## src/rtl/rsa_exp_ctrl_pkg.sv

```systemverilog
// rsa_pkg: shared types, default sizing and op-count helper for the RSA exponentiation sequencer.
// Optional feature macro: RSA_CONST_TIME_EN (multiply step on every exponent bit).
package rsa_pkg;

    localparam int WIDTH_DEF   = 10;
    localparam int MMM_LAT_DEF = 11;

`ifdef RSA_CONST_TIME_EN
    localparam bit CONST_TIME = 1'b1;
`else
    localparam bit CONST_TIME = 1'b0;
`endif

    typedef enum logic [2:0] {
        S_IDLE, S_PRE_X, S_PRE_ACC, S_SQUARE, S_MULT, S_POST, S_DONE
    } state_t;

    typedef enum logic [2:0] {
        P_IDLE, P_CLR, P_LOAD, P_RUN, P_CAP
    } phase_t;

    // Montgomery operations per exponentiation: two conversions in, one out, one square per bit plus the multiplies
    function automatic int unsigned n_ops(input int unsigned width, input logic [31:0] e);
        return 3 + width + (CONST_TIME ? width : int'($countones(e)));
    endfunction

endpackage

```

## src/rtl/rsa_exp_ctrl_if.sv

```systemverilog
// rsa_exp_ctrl_if: host request/response signals and the mmm_unit control/operand bus.
// slave = the sequencer, master = whoever drives requests and models mmm_unit.
interface rsa_exp_ctrl_if
    import rsa_pkg::*;
#(
    parameter int WIDTH = WIDTH_DEF
);
    logic             en;
    logic             start;
    logic [WIDTH-1:0] msg;
    logic [WIDTH-1:0] exp;
    logic [WIDTH-1:0] mod;
    logic [WIDTH-1:0] r2;
    logic             busy;
    logic             done;
    logic [WIDTH-1:0] result;
    logic             mmm_en;
    logic             mmm_rst_n;
    logic             mmm_ld_a;
    logic             mmm_ld_r;
    logic             mmm_lock;
    logic [WIDTH-1:0] mmm_a;
    logic [WIDTH-1:0] mmm_b;
    logic [WIDTH-1:0] mmm_m;
    logic [WIDTH-1:0] mmm_r;

    modport slave (
        input  en, start, msg, exp, mod, r2, mmm_r,
        output busy, done, result, mmm_en, mmm_rst_n, mmm_ld_a, mmm_ld_r, mmm_lock,
               mmm_a, mmm_b, mmm_m
    );

    modport master (
        output en, start, msg, exp, mod, r2, mmm_r,
        input  busy, done, result, mmm_en, mmm_rst_n, mmm_ld_a, mmm_ld_r, mmm_lock,
               mmm_a, mmm_b, mmm_m
    );
endinterface

```

## src/rtl/rsa_exp_ctrl_mmm_seq.sv

```systemverilog
// mmm_seq: runs one Montgomery multiply on mmm_unit (CLR, LOAD, RUN, CAP) and returns the product reduced below the modulus.
module mmm_seq
    import rsa_pkg::*;
#(
    parameter int WIDTH   = WIDTH_DEF,
    parameter int MMM_LAT = MMM_LAT_DEF
) (
    input  logic             clk,
    input  logic             rstb,
    input  logic             i_en,
    input  logic             i_go,
    input  logic [WIDTH-1:0] i_a,
    input  logic [WIDTH-1:0] i_b,
    input  logic [WIDTH-1:0] i_m,
    input  logic [WIDTH-1:0] i_mmm_r,
    output logic             o_idle,
    output logic             o_ack,
    output logic [WIDTH-1:0] o_prod,
    output logic             o_rst_n,
    output logic             o_ld_a,
    output logic             o_ld_r,
    output logic             o_lock,
    output logic [WIDTH-1:0] o_mmm_a,
    output logic [WIDTH-1:0] o_mmm_b,
    output logic [WIDTH-1:0] o_mmm_m
);
    localparam int CW = (MMM_LAT > 2) ? $clog2(MMM_LAT) : 1;
    localparam logic [CW-1:0] RUN_LAST = CW'(MMM_LAT - 2);

    phase_t           r_phase;
    phase_t           w_next;
    logic [CW-1:0]    r_cnt;
    logic [WIDTH-1:0] r_a;
    logic [WIDTH-1:0] r_b;
    logic [WIDTH-1:0] r_m;
    logic [WIDTH:0]   w_diff;

    // phase register
    always_ff @(posedge clk or negedge rstb) begin
        if (!rstb)
            r_phase <= P_IDLE;
        else if (i_en)
            r_phase <= w_next;
    end

    // phase sequencing; RUN lasts MMM_LAT-1 cycles
    always_comb begin
        w_next = r_phase;
        case (r_phase)
            P_IDLE:  w_next = i_go ? P_CLR : P_IDLE;
            P_CLR:   w_next = P_LOAD;
            P_LOAD:  w_next = P_RUN;
            P_RUN:   w_next = (r_cnt == RUN_LAST) ? P_CAP : P_RUN;
            P_CAP:   w_next = P_IDLE;
            default: w_next = P_IDLE;
        endcase
    end

    // run counter and operand hold registers, operands stay fixed from CLR through CAP
    always_ff @(posedge clk or negedge rstb) begin
        if (!rstb) begin
            r_cnt <= '0;
            r_a   <= '0;
            r_b   <= '0;
            r_m   <= '0;
        end else if (i_en) begin
            r_cnt <= (r_phase == P_RUN) ? r_cnt + 1'b1 : '0;
            if (r_phase == P_IDLE && i_go) begin
                r_a <= i_a;
                r_b <= i_b;
                r_m <= i_m;
            end
        end
    end

    // strobes decoded from the phase; product is brought from [0, 2m) into [0, m)
    always_comb begin
        w_diff  = {1'b0, i_mmm_r} - {1'b0, r_m};
        o_prod  = w_diff[WIDTH] ? i_mmm_r : w_diff[WIDTH-1:0];
        o_idle  = r_phase == P_IDLE;
        o_ack   = r_phase == P_CAP;
        o_rst_n = r_phase != P_CLR;
        o_ld_a  = r_phase == P_LOAD;
        o_ld_r  = r_phase == P_CAP;
        o_lock  = r_phase == P_CAP;
        o_mmm_a = r_a;
        o_mmm_b = r_b;
        o_mmm_m = r_m;
    end

endmodule

```

## src/rtl/rsa_exp_ctrl.sv

```systemverilog
// rsa_exp_ctrl: left-to-right square-and-multiply modular exponentiation over mmm_unit, with Montgomery conversion in and out.
// Define RSA_CONST_TIME_EN to perform the multiply step for every exponent bit, discarding it when the bit is 0.
module rsa_exp_ctrl
    import rsa_pkg::*;
#(
    parameter int WIDTH   = WIDTH_DEF,
    parameter int MMM_LAT = MMM_LAT_DEF
) (
    input  logic              clk,
    input  logic              rstb,
    rsa_exp_ctrl_if.slave     bus
);
    localparam int IW = (WIDTH > 1) ? $clog2(WIDTH) : 1;
    localparam logic [WIDTH-1:0] ONE = WIDTH'(1);

    state_t           r_state;
    state_t           w_next;
    logic [IW-1:0]    r_idx;
    logic [WIDTH-1:0] r_msg;
    logic [WIDTH-1:0] r_exp;
    logic [WIDTH-1:0] r_mod;
    logic [WIDTH-1:0] r_r2;
    logic [WIDTH-1:0] r_xb;
    logic [WIDTH-1:0] r_acc;
    logic [WIDTH-1:0] r_result;
    logic             r_busy;
    logic             r_done;
    logic             w_go;
    logic             w_idle;
    logic             w_ack;
    logic [WIDTH-1:0] w_a;
    logic [WIDTH-1:0] w_b;
    logic [WIDTH-1:0] w_prod;

    mmm_seq #(
        .WIDTH   (WIDTH),
        .MMM_LAT (MMM_LAT)
    ) u_seq (
        .clk     (clk),
        .rstb    (rstb),
        .i_en    (bus.en),
        .i_go    (w_go),
        .i_a     (w_a),
        .i_b     (w_b),
        .i_m     (r_mod),
        .i_mmm_r (bus.mmm_r),
        .o_idle  (w_idle),
        .o_ack   (w_ack),
        .o_prod  (w_prod),
        .o_rst_n (bus.mmm_rst_n),
        .o_ld_a  (bus.mmm_ld_a),
        .o_ld_r  (bus.mmm_ld_r),
        .o_lock  (bus.mmm_lock),
        .o_mmm_a (bus.mmm_a),
        .o_mmm_b (bus.mmm_b),
        .o_mmm_m (bus.mmm_m)
    );

    assign bus.mmm_en = bus.en;
    assign bus.busy   = r_busy;
    assign bus.done   = r_done;
    assign bus.result = r_result;

    // top state register
    always_ff @(posedge clk or negedge rstb) begin
        if (!rstb)
            r_state <= S_IDLE;
        else if (bus.en)
            r_state <= w_next;
    end

    // step through the exponent one bit per square, advancing only when the current product is captured
    always_comb begin
        w_next = r_state;
        case (r_state)
            S_IDLE:    w_next = bus.start ? S_PRE_X : S_IDLE;
            S_PRE_X:   w_next = w_ack ? S_PRE_ACC : S_PRE_X;
            S_PRE_ACC: w_next = w_ack ? S_SQUARE : S_PRE_ACC;
`ifdef RSA_CONST_TIME_EN
            S_SQUARE:  w_next = w_ack ? S_MULT : S_SQUARE;
`else
            S_SQUARE:  w_next = !w_ack ? S_SQUARE :
                                r_exp[r_idx] ? S_MULT :
                                (r_idx == '0) ? S_POST : S_SQUARE;
`endif
            S_MULT:    w_next = !w_ack ? S_MULT : (r_idx == '0) ? S_POST : S_SQUARE;
            S_POST:    w_next = w_ack ? S_DONE : S_POST;
            S_DONE:    w_next = S_IDLE;
            default:   w_next = S_IDLE;
        endcase
    end

    // operand selection per step and launch of a new multiply whenever the sequencer is free
    always_comb begin
        w_go = w_idle && (r_state inside {S_PRE_X, S_PRE_ACC, S_SQUARE, S_MULT, S_POST});
        w_a  = (r_state == S_PRE_X)   ? r_msg :
               (r_state == S_PRE_ACC) ? ONE   : r_acc;
        w_b  = (r_state == S_PRE_X || r_state == S_PRE_ACC) ? r_r2 :
               (r_state == S_MULT)    ? r_xb  :
               (r_state == S_POST)    ? ONE   : r_acc;
    end

    // operand latch, bit index, xb/acc capture and result/handshake registers
    always_ff @(posedge clk or negedge rstb) begin
        if (!rstb) begin
            r_idx    <= '0;
            r_msg    <= '0;
            r_exp    <= '0;
            r_mod    <= '0;
            r_r2     <= '0;
            r_xb     <= '0;
            r_acc    <= '0;
            r_result <= '0;
            r_busy   <= 1'b0;
            r_done   <= 1'b0;
        end else if (bus.en) begin
            r_done <= r_state == S_DONE;
            if (r_state == S_IDLE && bus.start) begin
                r_msg  <= bus.msg;
                r_exp  <= bus.exp;
                r_mod  <= bus.mod;
                r_r2   <= bus.r2;
                r_idx  <= IW'(WIDTH - 1);
                r_busy <= 1'b1;
            end
            if (r_state == S_DONE) begin
                r_result <= r_acc;
                r_busy   <= 1'b0;
            end
            if (w_ack && r_state == S_PRE_X)
                r_xb <= w_prod;
            else if (w_ack && (r_state != S_MULT || r_exp[r_idx]))
                r_acc <= w_prod;
            if (w_ack && w_next == S_SQUARE && r_state != S_PRE_ACC)
                r_idx <= r_idx - 1'b1;
        end
    end

endmodule

```

## src/flat_wrapper.sv

```systemverilog
// flat-port wrapper written by rule: the top's interface ports become plain ports
module rsa_exp_ctrl_flat import rsa_pkg::*;
#(
    parameter int WIDTH   = WIDTH_DEF,
    parameter int MMM_LAT = MMM_LAT_DEF
)
  (clk, rstb, bus_en, bus_start, bus_msg, bus_exp, bus_mod, bus_r2, bus_mmm_r, bus_busy, bus_done, bus_result, bus_mmm_en, bus_mmm_rst_n, bus_mmm_ld_a, bus_mmm_ld_r, bus_mmm_lock, bus_mmm_a, bus_mmm_b, bus_mmm_m);
  rsa_exp_ctrl_if #(.WIDTH(WIDTH)) bus_i ();
  input  logic clk;
  input  logic rstb;
  input wire logic [$bits(bus_i.en)-1:0] bus_en;
  input wire logic [$bits(bus_i.start)-1:0] bus_start;
  input wire logic [$bits(bus_i.msg)-1:0] bus_msg;
  input wire logic [$bits(bus_i.exp)-1:0] bus_exp;
  input wire logic [$bits(bus_i.mod)-1:0] bus_mod;
  input wire logic [$bits(bus_i.r2)-1:0] bus_r2;
  input wire logic [$bits(bus_i.mmm_r)-1:0] bus_mmm_r;
  output wire logic [$bits(bus_i.busy)-1:0] bus_busy;
  output wire logic [$bits(bus_i.done)-1:0] bus_done;
  output wire logic [$bits(bus_i.result)-1:0] bus_result;
  output wire logic [$bits(bus_i.mmm_en)-1:0] bus_mmm_en;
  output wire logic [$bits(bus_i.mmm_rst_n)-1:0] bus_mmm_rst_n;
  output wire logic [$bits(bus_i.mmm_ld_a)-1:0] bus_mmm_ld_a;
  output wire logic [$bits(bus_i.mmm_ld_r)-1:0] bus_mmm_ld_r;
  output wire logic [$bits(bus_i.mmm_lock)-1:0] bus_mmm_lock;
  output wire logic [$bits(bus_i.mmm_a)-1:0] bus_mmm_a;
  output wire logic [$bits(bus_i.mmm_b)-1:0] bus_mmm_b;
  output wire logic [$bits(bus_i.mmm_m)-1:0] bus_mmm_m;
  assign bus_i.en = bus_en;
  assign bus_i.start = bus_start;
  assign bus_i.msg = bus_msg;
  assign bus_i.exp = bus_exp;
  assign bus_i.mod = bus_mod;
  assign bus_i.r2 = bus_r2;
  assign bus_i.mmm_r = bus_mmm_r;
  assign bus_busy = bus_i.busy;
  assign bus_done = bus_i.done;
  assign bus_result = bus_i.result;
  assign bus_mmm_en = bus_i.mmm_en;
  assign bus_mmm_rst_n = bus_i.mmm_rst_n;
  assign bus_mmm_ld_a = bus_i.mmm_ld_a;
  assign bus_mmm_ld_r = bus_i.mmm_ld_r;
  assign bus_mmm_lock = bus_i.mmm_lock;
  assign bus_mmm_a = bus_i.mmm_a;
  assign bus_mmm_b = bus_i.mmm_b;
  assign bus_mmm_m = bus_i.mmm_m;
  rsa_exp_ctrl #(.WIDTH(WIDTH), .MMM_LAT(MMM_LAT)) u_core (.clk(clk), .rstb(rstb), .bus(bus_i));
endmodule
```

## config.mk

```make
export PLATFORM = sky130hd
export DESIGN_NAME = rsa_exp_ctrl_flat
export DESIGN_NICKNAME = d
export VERILOG_FILES = /design/src/rtl/rsa_exp_ctrl_pkg.sv /design/src/rtl/rsa_exp_ctrl_if.sv /design/src/rtl/rsa_exp_ctrl_mmm_seq.sv /design/src/rtl/rsa_exp_ctrl.sv /design/src/flat_wrapper.sv
export SDC_FILE = /design/constraint.sdc
export NUM_CORES = 1
export LEC_CHECK = 0
export ABC_AREA = 0
export BUFFER_PORTS_ARGS = -buffer_cell sky130_fd_sc_hd__clkbuf_2
export CORE_ASPECT_RATIO = 0.8
export CORE_MARGIN = 2
export CORE_UTILIZATION = 36
export DETAILED_ROUTE_END_ITERATION = 10
export GPL_ROUTABILITY_DRIVEN = 1
export SKIP_LAST_GASP = 1
export SLEW_MARGIN = 5
export SYNTH_ARGS = -nofsm -noshare
export SYNTH_HDL_FRONTEND = slang
export SYNTH_HIERARCHICAL = 1
export SYNTH_SLANG_ARGS = --single-unit
```

## constraint.sdc

```tcl
create_clock -name clk -period 7.41 [get_ports clk]
set_clock_uncertainty 0.1 [all_clocks]
set_input_delay 1.482 -clock clk [delete_from_list [all_inputs] [get_ports clk]]
set_output_delay 1.482 -clock clk [all_outputs]
set_load 0.005 [all_outputs]
```

==> results.json <==
{
  "status": "complete, no violations",
  "syn_nets": 703,
  "yosys.area_share.xor_xnor_pct": 0.857,
  "yosysWarnings": 6,
  "fmax_ghz": 0.273,
  "gp_congestion": 0.834,
  "num_antenna_cells": 0,
  "synth_top_family_by_area": "simple AND/OR/NAND/NOR gates",
  "multi_input_comb_area_um2": 2950,
  "die_height_um": 121,
  "crit_fanout": 10,
  "grt_pass1_wl_mm": 26.2,
  "routed_wl_mm": 16.0,
  "synthSimpleGateAreaFrac_pct": 16.6,
  "antenna_found_initial": 0,
  "core-area_um2": 16600,
  "clockRootBuffer": "clkbuf_16",
  "vdd_drop_max_v": 0.000171,
  "synthArstFlopShare_pct": 100,
  "drive_above_1_share_pct": 29.2,
  "io_pins": 101,
  "rows": 42,
  "total_power_mw": 2.52,
  "timing.final.crit_share_pct": 49.5,
  "timing_hold_violations_final": 0,
  "clock_path_buffers": 2,
  "p_leak_nw": 3.68,
  "synth_enable_flop_cells": 0,
  "worstSkewPairLatency_ns": 0.42,
  "holdWs_ns": 0.369,
  "cts_resized": 0,
  "portBuffers": 100,
  "syn_inst": 635,
  "worstPathCellList": "clkbuf_2 -> inv_1 -> ha_1 -> fa_1 -> nand2b_1 -> a21o_1 -> a21oi_4 -> or2_1 -> mux2_4 -> mux2_2",
  "postCtsHoldBufs": 0,
  "vias": 4953,
  "fin_crit_ns": 3.67,
  "ys_ff_latch": 116,
  "first_global_vias": 4808,
  "syn_area_um2": 6130,
  "power_density_nw_per_um2": 341,
  "mostFrequentLayoutCells": "nand2_1, dfrtp_1, clkbuf_2, mux2_2, a21oi_1",
  "synth_compound_area_share_pct": 13.9,
  "grtUsageTotal_pct": 18.9,
  "h-tree-depth": 4,
  "finalSetupTns_ns": 0,
  "worstSetupStartpointType": "primary input",
  "antenna_left": 0,
  "required_ns": 7.61,
  "dr.pass1.iters": 5,
  "postCtsSetupRepairBufs": 0,
  "hp-class": "reg -> reg",
  "clk_transition_reported_paths_ns": 0.05,
  "synth.avg_cell_area_um2": 9.66,
  "critPathKind": "in -> reg",
  "seqCellArea_um2": 2900,
  "report.final.slew_viol_count": 0,
  "wl_per_cell_um": 16.8,
  "yosys.cell_types.count": 54,
  "initial_core_util_pct": 36.9,
  "syn2layout_area_growth_pct": 20.4,
  "grt_max_degree": 76,
  "arrival_ns": 3.87,
  "cts_buffers": 17,
  "end_kind": "register",
  "clock-sinks": 116,
  "synth_fa_ha_area_share_pct": 2.98,
  "yosysSeqAreaShare_pct": 47.3,
  "die_w_um": 150,
  "setup_viol": 0,
  "final_common_cell": "nand2_1",
  "rsz0062_at_grt": "false",
  "drtIter0Drc": 462,
  "layout.nets": 791,
  "max_stage_delay_ns": 0.41,
  "die_area_um2": 18100,
  "synth_mux_area_share_pct": 13.7,
  "post-dp-hpwl_mm": 11.7,
  "relSlewSlack_pct": 38.4,
  "crit_path_top_delay_cell": "or2_1",
  "drc": 0,
  "n_fill_cell": 1636,
  "cpLargestDelayFamily": "multiplexers",
  "viasPerCell": 5.18,
  "worst_pin_slew_ns": 0.925,
  "drv_cap": 0,
  "grt_overflow": 0,
  "synth_flop_cell": "dfrtp_1",
  "cts_tree": "done",
  "crit_buf_inv": 2
}
worst min-delay path: cells and delay by family, from the launching register on:
kind             cells  cell delay, ns
and+or+nand+nor      2            0.10
DFF                  1            0.33
stage by stage:
stage          setup slack, ns  area, um^2  std cells  utilization (%)
6_report                  3.74        7390        956             44.5
2_1_floorplan             3.74        6130        635                -
3_5_place_dp              3.31        6770        924             40.8
5_1_grt                   3.60        7390        956             44.5
4_1_cts                   3.77        7390        956             44.5
3_3_place_gp              3.35        6770        924             40.8
registers in the layout (all words and copies together), names as in the netlist:
name and count:
u_core/bus.busy 1, u_core/bus.done 1, u_core/bus.result 10, u_core/r_acc 10, u_core/r_exp 10, u_core/r_idx 4, u_core/r_mod 10, u_core/r_msg 10
u_core/r_r2 10, u_core/r_state 3, u_core/r_xb 10, u_core/u_seq/o_mmm_a 10, u_core/u_seq/o_mmm_b 10, u_core/u_seq/o_mmm_m 10, u_core/u_seq/r_cnt 4, u_core/u_seq/r_phase 3
where the power goes:
| part | internal (mW) | switching, mW |
|---|---|---|
| Combinational | 0.310 | 0.413 |
| Sequential | 0.808 | 0.156 |
| Clock | 0.545 | 0.288 |
| Total | 1.66 | 0.856 |
final timing paths:
path                                           end  slack [ns]  cells after the start                    start
max                                u_core/r_acc[4]        3.74                     10             bus_mmm_r[0]
min                                u_core/r_exp[9]        0.37                      2          u_core/r_exp[9]
max reg2reg                        u_core/r_acc[4]        4.50                      8  u_core/u_seq/o_mmm_m[0]
min reg2reg                        u_core/r_exp[9]        0.37                      2          u_core/r_exp[9]
max in group asynchronous          u_core/r_mod[5]        4.93                      2                     rstb
min in group asynchronous  u_core/u_seq/o_mmm_b[4]        0.95                      1                     rstb
cell families (layout without fill, tap and decap cells):
kind of cell,after synthesis,after routing
AO/OA/AOI/OAI,130,130
XOR/XNOR,6,6
adder cells (fa/ha/maj),14,14
buffers and inverters,62,163
flip-flops,116,116
multiplexers,73,73
AND/OR/NAND/NOR,234,234
synth_stat cells (all sizes together), types with 2 or more instances:
master | number | area, um^2
nand2 | 156 | 586
dfrtp | 116 | 2900
mux2 | 67 | 769
a21oi | 42 | 229
o21ai | 26 | 134
clkbuf | 25 | 93.8
inv | 23 | 86.3
nor2 | 17 | 63.8
nor2b | 15 | 93.8
buf | 13 | 97.6
ha | 13 | 163
nand3 | 12 | 65.1
a22oi | 11 | 82.6
a22o | 10 | 87.6
nor3 | 10 | 50.1
o221ai | 9 | 78.8
mux2i | 5 | 50.1
nand2b | 5 | 31.3
nand4 | 5 | 31.3
a21o | 4 | 31.3
nor3b | 4 | 30.0
o211ai | 4 | 30.0
o21bai | 4 | 30.0
o22ai | 4 | 25.0
xnor2 | 4 | 35.0
a31oi | 3 | 18.8
and3 | 3 | 18.8
o21a | 3 | 22.5
a211oi | 2 | 15.0
a32oi | 2 | 17.5
nand3b | 2 | 15.0
or2 | 2 | 12.5
or3 | 2 | 12.5
xor2 | 2 | 17.5
cell type report:
type | instances | area share (%)
flip-flops and latches | 116 | 39.3
clock buffers | 20 | 6.18
multi-input cells | 457 | 39.9
inverters | 24 | 1.22
clock inverters | 12 | 2.10
repair buffers | 107 | 7.52
well taps | 220 | 3.73
routing by layer:
layer	routed length, um	track usage, %	up-vias
met3	1070	5.51	14
met5	0	0	-
met2	6530	25.5	150
li1	-	-	2386
met4	169	5.84	0
met1	8260	28.7	2403
Note: power is estimated with default switching activity, not from simulation.
